[src/rtl/uut_xfer_seq_pkg.sv]
// Shared definitions for the uut burst-copy sequencer: FSM states, completion codes,
// CSR bit positions and the control-word builder.
package uut_xfer_seq_pkg;

    typedef enum logic [3:0] {
        S_IDLE,
        S_LEN_CHK,
        S_SRC_BASE,
        S_RD_GO,
        S_RD_POLL,
        S_DST_BASE,
        S_WR_GO,
        S_WR_POLL,
        S_CLR,
        S_DONE
    } state_t;

    localparam logic [1:0] ST_OK   = 2'b00;
    localparam logic [1:0] ST_LEN0 = 2'b01;
    localparam logic [1:0] ST_ERR  = 2'b10;
    localparam logic [1:0] ST_TMO  = 2'b11;

    localparam int CTRL_STARTWR = 16;
    localparam int CTRL_STARTRD = 17;
    localparam int CTRL_CLRERR  = 18;
    localparam int STAT_BUSY    = 0;
    localparam int STAT_ERROR   = 1;

    localparam int JOB_W = 76;

    // Control word: length field plus exactly one command bit.
    function automatic logic [31:0] ctrl_word(input logic [11:0] len, input int bitpos);
        return 32'(len) | (32'd1 << bitpos);
    endfunction

endpackage

[src/rtl/uut_xfer_fifo.sv]
// Synchronous job FIFO with separate occupancy count; simultaneous push and pop
// is accepted even when full.
module uut_xfer_fifo #(
    parameter int DEPTH = 4,
    parameter int WIDTH = 76
) (
    input  logic             clk,
    input  logic             rst_n,
    input  logic             push,
    input  logic [WIDTH-1:0] wr_data,
    input  logic             pop,
    output logic [WIDTH-1:0] rd_data,
    output logic             full,
    output logic             empty
);

    localparam int PW = $clog2(DEPTH);

    logic [WIDTH-1:0] mem [DEPTH];
    logic [PW-1:0]    wr_ptr_reg;
    logic [PW-1:0]    rd_ptr_reg;
    logic [PW:0]      count_reg;
    logic             do_push;
    logic             do_pop;

    assign full    = (count_reg == (PW+1)'(DEPTH));
    assign empty   = (count_reg == '0);
    assign do_pop  = pop && !empty;
    assign do_push = push && (!full || do_pop);
    assign rd_data = mem[rd_ptr_reg];

    always_ff @(posedge clk) begin
        if (do_push) begin
            mem[wr_ptr_reg] <= wr_data;
        end
    end

    // Pointers wrap naturally because DEPTH is a power of two.
    always_ff @(posedge clk or negedge rst_n) begin
        if (!rst_n) begin
            wr_ptr_reg <= '0;
            rd_ptr_reg <= '0;
            count_reg  <= '0;
        end else begin
            if (do_push) begin
                wr_ptr_reg <= wr_ptr_reg + 1'b1;
            end
            if (do_pop) begin
                rd_ptr_reg <= rd_ptr_reg + 1'b1;
            end
            case ({do_push, do_pop})
                2'b10:   count_reg <= count_reg + 1'b1;
                2'b01:   count_reg <= count_reg - 1'b1;
                default: count_reg <= count_reg;
            endcase
        end
    end

endmodule

[src/rtl/uut_xfer_seq.sv]
// Host-side sequencer: queues copy jobs, programs the uut CSR port for a read burst
// then a write burst, polls status and reports one completion per job.
module uut_xfer_seq
    import uut_xfer_seq_pkg::*;
#(
    parameter int                FIFO_DEPTH = 4,
    parameter int                CSR_AW     = 5,
    parameter int                RD_LAT     = 1,
    parameter logic [CSR_AW-1:0] ADDR_BASE  = CSR_AW'('h1),
    parameter logic [CSR_AW-1:0] ADDR_CTRL  = CSR_AW'('h0),
    parameter logic [CSR_AW-1:0] ADDR_STAT  = CSR_AW'('h2),
    parameter int                POLL_TMO   = 1024
) (
    input  logic              clk,
    input  logic              rst_n,
    input  logic              cmd_valid,
    output logic              cmd_ready,
    input  logic [31:0]       cmd_src,
    input  logic [31:0]       cmd_dst,
    input  logic [11:0]       cmd_len,
    output logic              done_valid,
    output logic [1:0]        done_status,
    output logic              idle,
    output logic [CSR_AW-1:0] csr_address,
    output logic              csr_write,
    output logic [31:0]       csr_writedata,
    output logic              csr_read,
    input  logic [31:0]       csr_readdata
);

    localparam int PCW = $clog2(POLL_TMO + 1);

    state_t             state_reg, state_next;
    logic [31:0]        src_reg, dst_reg;
    logic [11:0]        len_reg;
    logic [1:0]         code_reg, code_next;
    logic [1:0]         done_status_reg;
    logic [PCW-1:0]     poll_cnt_reg;
    logic [RD_LAT-1:0]  lat_reg, lat_next;
    logic               fifo_full, fifo_empty, pop;
    logic [JOB_W-1:0]   fifo_out;
    logic               in_poll, rd_issue, sample, stat_busy, stat_err, timeout;
    logic               unused_rd;

    uut_xfer_fifo #(
        .DEPTH (FIFO_DEPTH),
        .WIDTH (JOB_W)
    ) u_fifo (
        .clk     (clk),
        .rst_n   (rst_n),
        .push    (cmd_valid && cmd_ready),
        .wr_data ({cmd_src, cmd_dst, cmd_len}),
        .pop     (pop),
        .rd_data (fifo_out),
        .full    (fifo_full),
        .empty   (fifo_empty)
    );

    assign cmd_ready   = !fifo_full;
    assign idle        = fifo_empty && (state_reg == S_IDLE);
    assign done_status = done_status_reg;

    // One status read in flight at a time; readdata is sampled when the strobe
    // reaches the last tap, and the next read goes out the cycle after.
    assign in_poll   = (state_reg == S_RD_POLL) || (state_reg == S_WR_POLL);
    assign rd_issue  = in_poll && (lat_reg == '0);
    assign sample    = lat_reg[RD_LAT-1];
    assign stat_busy = csr_readdata[STAT_BUSY];
    assign stat_err  = csr_readdata[STAT_ERROR];
    assign timeout   = (poll_cnt_reg == PCW'(POLL_TMO - 1));
    assign csr_read  = rd_issue;
    assign unused_rd = ^csr_readdata[31:2];

    assign lat_next[0] = rd_issue;
    for (genvar gi = 1; gi < RD_LAT; gi++) begin : g_lat
        assign lat_next[gi] = lat_reg[gi-1];
    end

    always_ff @(posedge clk or negedge rst_n) begin
        if (!rst_n) begin
            state_reg       <= S_IDLE;
            src_reg         <= '0;
            dst_reg         <= '0;
            len_reg         <= '0;
            code_reg        <= ST_OK;
            done_status_reg <= ST_OK;
            poll_cnt_reg    <= '0;
            lat_reg         <= '0;
        end else begin
            state_reg <= state_next;
            code_reg  <= code_next;
            lat_reg   <= lat_next;
            if (pop) begin
                {src_reg, dst_reg, len_reg} <= fifo_out;
            end
            if (state_next == S_DONE) begin
                done_status_reg <= code_next;
            end
            if (!in_poll) begin
                poll_cnt_reg <= '0;
            end else if (sample && stat_busy) begin
                poll_cnt_reg <= poll_cnt_reg + 1'b1;
            end
        end
    end

    always_comb begin
        state_next    = state_reg;
        code_next     = code_reg;
        pop           = 1'b0;
        csr_write     = 1'b0;
        csr_address   = '0;
        csr_writedata = '0;
        done_valid    = 1'b0;
        case (state_reg)
            S_IDLE: begin
                if (!fifo_empty) begin
                    pop        = 1'b1;
                    state_next = S_LEN_CHK;
                end
            end
            S_LEN_CHK: begin
                // A zero-length burst would hang the engine, so it never reaches the CSRs.
                if (len_reg == '0) begin
                    code_next  = ST_LEN0;
                    state_next = S_DONE;
                end else begin
                    state_next = S_SRC_BASE;
                end
            end
            S_SRC_BASE: begin
                csr_write     = 1'b1;
                csr_address   = ADDR_BASE;
                csr_writedata = src_reg;
                state_next    = S_RD_GO;
            end
            S_RD_GO: begin
                csr_write     = 1'b1;
                csr_address   = ADDR_CTRL;
                csr_writedata = ctrl_word(len_reg, CTRL_STARTRD);
                state_next    = S_RD_POLL;
            end
            S_RD_POLL: begin
                csr_address = ADDR_STAT;
                if (sample) begin
                    if (stat_err) begin
                        code_next  = ST_ERR;
                        state_next = S_CLR;
                    end else if (!stat_busy) begin
                        state_next = S_DST_BASE;
                    end else if (timeout) begin
                        code_next  = ST_TMO;
                        state_next = S_CLR;
                    end
                end
            end
            S_DST_BASE: begin
                csr_write     = 1'b1;
                csr_address   = ADDR_BASE;
                csr_writedata = dst_reg;
                state_next    = S_WR_GO;
            end
            S_WR_GO: begin
                csr_write     = 1'b1;
                csr_address   = ADDR_CTRL;
                csr_writedata = ctrl_word(len_reg, CTRL_STARTWR);
                state_next    = S_WR_POLL;
            end
            S_WR_POLL: begin
                csr_address = ADDR_STAT;
                if (sample) begin
                    if (stat_err) begin
                        code_next  = ST_ERR;
                        state_next = S_CLR;
                    end else if (!stat_busy) begin
                        code_next  = ST_OK;
                        state_next = S_DONE;
                    end else if (timeout) begin
                        code_next  = ST_TMO;
                        state_next = S_CLR;
                    end
                end
            end
            S_CLR: begin
                csr_write     = 1'b1;
                csr_address   = ADDR_CTRL;
                csr_writedata = ctrl_word(len_reg, CTRL_CLRERR);
                state_next    = S_DONE;
            end
            S_DONE: begin
                done_valid = 1'b1;
                state_next = S_IDLE;
            end
            default: state_next = S_IDLE;
        endcase
        // Address only matters while a strobe is out; keep it quiet otherwise.
        if (!csr_write && !rd_issue) begin
            csr_address = '0;
        end
    end

endmodule
[config.mk]
export PLATFORM = sky130hd
export DESIGN_NAME = uut_xfer_seq
export DESIGN_NICKNAME = d
export VERILOG_FILES = /design/src/rtl/uut_xfer_seq_pkg.sv /design/src/rtl/uut_xfer_fifo.sv /design/src/rtl/uut_xfer_seq.sv
export SDC_FILE = /design/constraint.sdc
export NUM_CORES = 1
export LEC_CHECK = 0
export BUFFER_PORTS_ARGS = -buffer_cell sky130_fd_sc_hd__clkbuf_2
export CAP_MARGIN = 20
export CORE_AREA = 5 5 258 260
export CTS_CLUSTER_SIZE = 14
export DETAILED_ROUTE_END_ITERATION = 10
export DIE_AREA = 0 0 263 265
export SYNTH_ARGS = -nofsm -noshare
export SYNTH_HDL_FRONTEND = slang
export SYNTH_SLANG_ARGS = --single-unit
[constraint.sdc]
create_clock -name clk -period 6 [get_ports clk]
set_clock_uncertainty 0.05 [all_clocks]
set_input_delay 1.2 -clock clk [delete_from_list [all_inputs] [get_ports clk]]
set_output_delay 1.2 -clock clk [all_outputs]
set_load 0.01 [all_outputs]
## Word-level counts from Yosys, hierarchy flattened

Memory sizes are Yosys's and may differ from the RTL's. A register that Yosys moved wholly into a read port is not among the register bits.
Cells that the tools add are included.

| cells by class | value |
|---|---|
| $add $sub $neg | 5 |
| reduce and logical (&&, ||, !) cells | 21 |
| mux-type cells | 31 |
| equal/unequal tests | 15 |
| bitwise logic cells | 1 |

Operators by type and width:

| cell | count |
|---|---|
| $pmux W32 S5 | 1 |
| $mux W4 | 9 |
| $pmux W4 S9 | 1 |
| $mux W11 | 2 |
| $eq A4 B3 Y1 const B | 4 |
| $mux W2 | 8 |
| $eq A4 B4 Y1 const B | 3 |
| $logic_not A12 Y1 | 1 |
| $add A11 B1 Y11 const B | 1 |
| $eq A11 B10 Y1 const B | 1 |
| $eq A4 B2 Y1 const B | 2 |
| $logic_and A1 B1 Y1 | 7 |
| $mux W1 | 6 |
| $pmux W2 S3 | 1 |
| $pmux W3 S2 | 1 |
| $logic_not A1 Y1 | 5 |
| $mux W5 | 1 |
| $reduce_or A5 Y1 | 1 |
| $add A2 B1 Y2 const B | 2 |
| $eq A4 B1 Y1 const B | 1 |
| $logic_not A4 Y1 | 1 |
| $pmux W2 S2 | 1 |
| $reduce_or A2 Y1 | 2 |
| $add A3 B1 Y3 const B | 1 |
| 9 further kinds | 10 |

| word-level totals | value |
|---|---|
| input port bits | 111 |
| register bits | 27 |
| output and inout port bits | 44 |
| bits in writable memories | 304 |
| memories | 1 |
| logic and storage cells | 82 |

Memories:

| name | depth | width | rd ports | clocked after Yosys merged registers in | wr ports | RTL line | source |
|---|---|---|---|---|---|---|---|
| u_fifo.mem | 4 | 76 | 1 | 1 | 1 | uut_xfer_fifo.sv:19 | `logic [WIDTH-1:0] mem [DEPTH];` |

## Longest topological paths before layout

Gate-level depths: netlist of run 1.

| depth | value |
|---|---|
| depth after elaboration | 8 |
| mapped depth | 10 |
| mapped depth without buffers | 10 |

## Modules after synthesis

A second synthesis of run 1 with hierarchy kept.

| second synthesis, totals | value |
|---|---|
| cell total of the unflattened synthesis | 805 |
| area total of the unflattened synthesis | 15869.0 µm² |

Modules (own cells, without submodules):

| module | cells each | area each (µm²) | times used | seq. area each (µm²) |
|---|---|---|---|---|
| uut_xfer_fifo | 436 | 11377.2 | 1 | 9303.9 |
| uut_xfer_seq | 369 | 4491.8 | 1 | 2402.3 |

## Worst setup path after synthesis of run 1

No wires, ideal clock.

| path | value |
|---|---|
| path kind | input to register |
| start point | in cmd_valid |
| end point | mem u_fifo.mem[0][0] (enable) |
| path buffers | 0 |
| slack | 2493 ps |
| setup time | 443 ps |
| data required time | 5507 ps |
| arrival time | 3014 ps |
| stages on the path | 1 |
| cells stage by stage | and3_1 |

| between the ends | value |
|---|---|
| cells in the longest elaborated chain, start to end | 4 |

RTL lines:

| element | RTL line | source |
|---|---|---|
| from (decl) | uut_xfer_seq.sv:16 | `input logic cmd_valid,` |
| $logic_and A1 B1 Y1 | uut_xfer_seq.sv:51 | `.push (cmd_valid && cmd_ready),` |
| $logic_and A1 B1 Y1 | uut_xfer_fifo.sv:29 | `assign do_push = push && (!full \|\| do_pop);` |
| $mux W1 | uut_xfer_fifo.sv:33 | `if (do_push) begin` |
| $mux W1 (not written as such) | uut_xfer_fifo.sv:34 | `mem[wr_ptr_reg] <= wr_data;` |
| to (decl) | uut_xfer_fifo.sv:19 |  |

Every way passes these cells.

## Worst setup path in the final report of run 1

| path | value |
|---|---|
| start point | reg state_reg[2] |
| end point | out csr_writedata[2] |

| between the ends | value |
|---|---|
| cells in the longest elaborated chain, start to end | 2 |
| elaborated cells between the ends (all ways) | 6 |
| those cells by class | 5 x eq/ne; 1 x mux |

RTL lines:

| element | RTL line | source |
|---|---|---|
| from (decl) | uut_xfer_seq.sv:33 | `state_t state_reg, state_next;` |
| from (signal assigned) | uut_xfer_seq.sv:90 | `state_reg <= state_next;` |
| $eq A4 B4 Y1, or another cell as far along | uut_xfer_seq.sv:115 | `case (state_reg)` |
| $pmux W32 S5 * | uut_xfer_seq.sv:115 |  |
| to (decl) | uut_xfer_seq.sv:26 | `output logic [31:0] csr_writedata,` |

Every way passes the cells marked *; elsewhere a longest branch is shown, timed or not.

==> impl_metrics.json, run 1 <==
{
  "clk_pin_slew_worst_paths_ps": 50,
  "antenna_found_initial": 8,
  "seqPwrFrac_pct": 44.9,
  "seq_area_mm2": 0.01171,
  "slew_violations": 0,
  "drv_cap": 0,
  "fmax_mhz": 223.5,
  "combPwrFrac_pct": 26.2,
  "power_leakage_nw": 6.672,
  "drt_wl_total_um": 36080,
  "hold_buffers": 0,
  "met2_usage_pct": 17.59,
  "grt_max_degree": 57,
  "relSlewSlack_pct": 32.49,
  "synth-adder-area-share_pct": 0.6018,
  "grt_pass1_wl_um": 54980,
  "syn_inst": 802,
  "crit_fanout": 30,
  "critPathArrivalTime_ps": 3220,
  "largest_reg_flops": 304,
  "async_reset_ff_share_pct": 25.31,
  "finalSetupViolations": 0,
  "layout_commonest_cell": "edfxtp_1",
  "reg2reg_depth": 5,
  "synth_seq_cells": 407,
  "io_pins": 155,
  "finish.utilization_pct": 29.65,
  "path_class": "reg -> out",
  "grt_pass1_vias": 8574,
  "synth_compound_area_share_pct": 3.215,
  "rsz0062_at_grt": "false",
  "switchingPower_w": 0.002810,
  "cts_setup_buffers": 0,
  "drt_iter0_drc": 486,
  "crit_path_end_kind": "primary output",
  "start_util_pct": 24.73,
  "hold_violations": 0,
  "p_sw_share_pct": 29.63,
  "gp_congestion": 0.7049,
  "wl_per_cell_um": 19.70,
  "clockBufferDepth": 3,
  "cts_root_buf": "clkbuf_16",
  "synth_top_family_by_area": "multiplexers",
  "cp.required_ps": 4750,
  "hold_depth": 1,
  "yosysWarnings": 0,
  "hpwl_um": 21460,
  "drive_above_1_share_pct": 37.78,
  "die_area_mm2": 0.06970,
  "gr-usage-met1_pct": 13.03,
  "syn2layout_area_growth_pct": 19.86,
  "tns_ps": 0,
  "hold_path.class": "reg -> reg",
  "synth-xor-area-share_pct": 0.7761,
  "cts_tree": "built",
  "timing.final.crit_share_pct": 74.56,
  "fin_crit_ps": 4473,
  "synth.area.mux_share_pct": 16.65,
  "layout.cells.non_filler": 1831,
  "multiInputGateArea_mm2": 0.003892,
  "synth_top_flop_cell": "edfxtp_1",
  "outcome": "finished clean",
  "core_mm2": 0.06388,
  "fin_nets": 1058,
  "synthSimpleGateAreaFrac_pct": 2.946,
  "top_usage_layer": "met2",
  "firstDrtPassIters": 5,
  "cts_buffers": 44,
  "use_met3_pct": 2.766,
  "worst_pin_slew_ps": 1013,
  "intPower_w": 0.006673,
  "grt_usage_pct": 10.33,
  "r2r_slack_ps": 3010,
  "viasPerCell": 4.294,
  "irDropWorstVdd_v": 0.0002281,
  "cts_resized": 0,
  "die_w_um": 263,
  "layout_common_cells": "edfxtp_1 (304), clkbuf_2 (120), dfrtp_1 (101), mux4_2 (76), mux2_2 (76)",
  "syn-cell-area_mm2": 0.01580,
  "die_y_um": 265,
  "p_per_area_mw_per_mm2": 500.8,
  "antenna_left": 0,
  "num_vias": 7862,
  "row_count": 93,
  "synth_cell_types": 53,
  "cts_sinks": 407,
  "port_buffers": 121,
  "seq_area_frac_synth_pct": 74.09,
  "power_frac_clock_pct": 28.9,
  "drcViolationCount": 0,
  "fill_cells": 6264,
  "globalRoute.totalOverflow": 0,
  "dp_cells": 1749,
  "clock_latency_ps": 550,
  "avgSynthCellArea_um2": 19.70,
  "cp-start-kind": "register",
  "htree_levels": 2,
  "synth_edf_count": 304
}
through the flow:
stage               power, W  setup slack, ps  instance area (um^2)  hold slack, ps
finish              0.009483             1527                 18940           449.9
global route         0.01004             1303                 18930           472.7
CTS                 0.009708             1440                 18930           454.3
detailed placement  0.006915             2044                 17460           440.0
global placement    0.006844             2068                 17460           435.6
floorplan           0.005920             2493                 15810           414.7
final cells by class:
cell class	instances	area share, %
Antenna cell	2	0.02643
Clock buffer	56	6.323
Clock inverter	24	1.434
Inverter	20	0.3964
Multi-Input combinational cell	332	20.55
Sequential cell	407	61.85
Tap cell	855	5.649
Timing Repair Buffer	135	3.766
synthesized netlist by cell type (all sizes together), types with 2 or more instances:
cell / instances / area share [%]
edfxtp: 304 / 58
dfrtp: 103 / 16
mux2: 78 / 5.6
mux4: 76 / 11
clkbuf: 25 / 0.59
buf: 20 / 0.63
inv: 20 / 0.48
a22o: 17 / 0.94
nand2: 17 / 0.40
nor2: 17 / 0.40
a222oi: 12 / 0.76
a21oi: 10 / 0.32
xor2: 10 / 0.55
o21ai: 9 / 0.29
and2: 8 / 0.32
nand3: 7 / 0.22
ha: 6 / 0.48
nor2b: 5 / 0.20
nor4: 5 / 0.24
and3: 4 / 0.16
mux2i: 4 / 0.25
xnor2: 4 / 0.22
nor3b: 3 / 0.14
o21bai: 3 / 0.14
or2: 3 / 0.12
or3: 3 / 0.12
a211o: 2 / 0.11
nand2b: 2 / 0.079
nand4: 2 / 0.079
nand4b: 2 / 0.11
nor3: 2 / 0.063
nor4b: 2 / 0.11
o31ai: 2 / 0.095
or4b: 2 / 0.13
logic make-up (layout without fill, tap and decap cells):
| family | after synthesis | in the layout |
|---|---|---|
| compound gates | 65 | 65 |
| xor+xnor | 14 | 14 |
| fa+ha+maj | 7 | 7 |
| buf+inv | 65 | 235 |
| flops | 407 | 407 |
| mux | 158 | 158 |
| other cells | 1 | 5 |
| simple gates | 85 | 85 |
power groups by stage:
stage / Clock, W / Combinational (W) / Sequential (W)
3_3_place_gp: 0 / 0.00255 / 0.00429
5_1_grt: 0.00294 / 0.00275 / 0.00435
2_1_floorplan: 0 / 0.00185 / 0.00406
3_5_place_dp: 0 / 0.00259 / 0.00433
4_1_cts: 0.00284 / 0.00259 / 0.00428
6_report: 0.00274 / 0.00249 / 0.00425
critical path, stage by stage, from the launching register on:
cell and delay, ps:
dfrtp_1 860, nor2b_1 320, and2_2 860, a222oi_1 230, inv_1 220, clkbuf_2 170
layer usage:
metal | wire length [um] | part of all wire [%] | vias up
li1 | - | - | 3513
met1 | 15250 | 42 | 4111
met2 | 17960 | 50 | 164
met3 | 1976 | 5.5 | 62
met4 | 800 | 2.2 | 12
met5 | 88 | 0.24 | -
worst paths after layout:
check                                  endpoint    startpoint
max                            csr_writedata[2]  state_reg[2]
min                                 src_reg[18]   src_reg[18]
max reg2reg                          dst_reg[7]  state_reg[1]
min reg2reg                         src_reg[18]   src_reg[18]
max in group asynchronous  u_fifo.rd_ptr_reg[0]         rst_n
min in group asynchronous           src_reg[11]         rst_n
No activity file was read; power rests on OpenSTA's default activity.
==> run 2: changes to the inputs <==
clock period = 4.6 ns   (was 6 ns; I/O delays follow)
==> impl_metrics.json, run 2 (synthesis results as in run 1) <==
{
  "outcome": "finished clean",
  "num_vias": 7825,
  "crit_path_end_kind": "primary output",
  "finalSetupViolations": 0,
  "gr-usage-met1_pct": 13.05,
  "drcViolationCount": 0,
  "use_met3_pct": 2.441,
  "core_mm2": 0.06388,
  "critPathArrivalTime_ps": 2960,
  "cts_root_buf": "clkbuf_16",
  "hold_path.class": "in -> async",
  "fin_crit_ps": 3928,
  "largest_reg_flops": 304,
  "drt_iter0_drc": 458,
  "layout_common_cells": "edfxtp_1 (304), clkbuf_2 (120), dfrtp_1 (101), mux4_2 (76), mux2_2 (76)",
  "top_usage_layer": "met2",
  "clk_pin_slew_worst_paths_ps": 60,
  "relSlewSlack_pct": 28.07,
  "grt_pass1_wl_um": 54390,
  "clockBufferDepth": 3,
  "final_area_mm2": 0.01907,
  "layout_commonest_cell": "edfxtp_1",
  "cts_setup_buffers": 0,
  "p_per_area_mw_per_mm2": 658.4,
  "clock_latency_ps": 550,
  "wl_per_cell_um": 19.59,
  "tns_ps": 0,
  "drive_above_1_share_pct": 38.16,
  "fill_cells": 6252,
  "drv_cap": 0,
  "dp_cells": 1755,
  "cts_resized": 0,
  "power_leakage_nw": 6.736,
  "cts_buffers": 44,
  "viasPerCell": 4.264,
  "layout.cells.non_filler": 1835,
  "hold_buffers": 0,
  "row_count": 93,
  "worst_pin_slew_ps": 1079,
  "cts_sinks": 407,
  "hold_violations": 0,
  "hpwl_um": 21710,
  "antenna_cells": 0,
  "fin_nets": 1064,
  "cp-start-kind": "register",
  "gp_congestion": 0.7242,
  "die_y_um": 265,
  "antenna_found_initial": 5,
  "grt_pass1_vias": 8616,
  "timing.final.crit_share_pct": 85.40,
  "antenna_left": 0,
  "path_class": "reg -> out",
  "met2_usage_pct": 17.34,
  "globalRoute.totalOverflow": 0,
  "die_area_mm2": 0.06970,
  "grt_max_degree": 79,
  "cts_tree": "built",
  "finish.utilization_pct": 29.85,
  "grt_usage_pct": 10.19,
  "syn2layout_area_growth_pct": 20.71,
  "rsz0062_at_grt": "false",
  "start_util_pct": 24.73,
  "drt_wl_total_um": 35940,
  "placed_cell_area_mm2": 0.01755,
  "irDropWorstVdd_v": 0.0003260,
  "fmax_mhz": 254.6,
  "firstDrtPassIters": 5,
  "crit_fanout": 17,
  "cp.required_ps": 3630,
  "htree_levels": 2,
  "slew_violations": 0,
  "port_buffers": 121,
  "io_pins": 155,
  "die_w_um": 263,
  "p_total_w": 0.01256
}
==> run 2: changes by cell type in the layout (fill, tap and decap cells not counted) <==
cell       previous run  this run
buf_12                0         4
buf_4                15        17
bufinv_16             6         8
clkbuf_1              8        10
clkbuf_8              3         2
clkinv_1              6         3
clkinv_2              9         7
clkinv_4              1         2
diode_2               2         0
inv_6                 0         1
nor4_1                3         4
nor4_2                1         0
==> run 2: layout make-up <==
class	count	area, um^2	share of cell area (%)
clock buffers	57	1191	6.245
flip-flops and latches	407	11710	61.42
multi-input cells	332	3886	20.38
repair buffers	141	808.3	4.238
clock inverters	23	327.8	1.719
inverters	20	75.07	0.3936
well taps	855	1070	5.609
==> run 2: per-layer routing <==
metal | wire length (um) | part of all wire (%)
met4 | 800 | 2.2
met1 | 15750 | 44
met5 | 66 | 0.18
met2 | 17640 | 49
met3 | 1680 | 4.7
==> run 2: final timing paths <==
kind,start,end,slack [ps],cells after the start
min in group clk,done_status[0],done_status[0],440,1
worst min register to register,done_status[0],done_status[0],440,1
worst min-delay path,rst_n,src_reg[11],410,1
worst max-delay path,state_reg[1],csr_writedata[2],670,5
worst max register to register,state_reg[1],u_fifo.count_reg[2],2080,8
max in group asynchronous,rst_n,u_fifo.rd_ptr_reg[0],3270,2
==> run 2: power by group <==
part           internal [W]  switching (W)
clock               0.00228        0.00142
sequential          0.00497       0.000592
combinational       0.00161        0.00169
==> run 2: critical path, cell delays in order (launching register included) <==
cell and delay [ps]:
dfrtp_1 690, nand2_1 260, o32ai_4 850, a222oi_1 330, inv_1 120, clkbuf_2 140
==> run 2: through the flow <==
stage	worst slack, ps	hold slack, ps
2_1_floorplan	1373	414.7
3_3_place_gp	1201	433.5
3_5_place_dp	1172	440.0
4_1_cts	540.5	432.9
5_1_grt	383.9	464.8
6_report	671.6	414.4
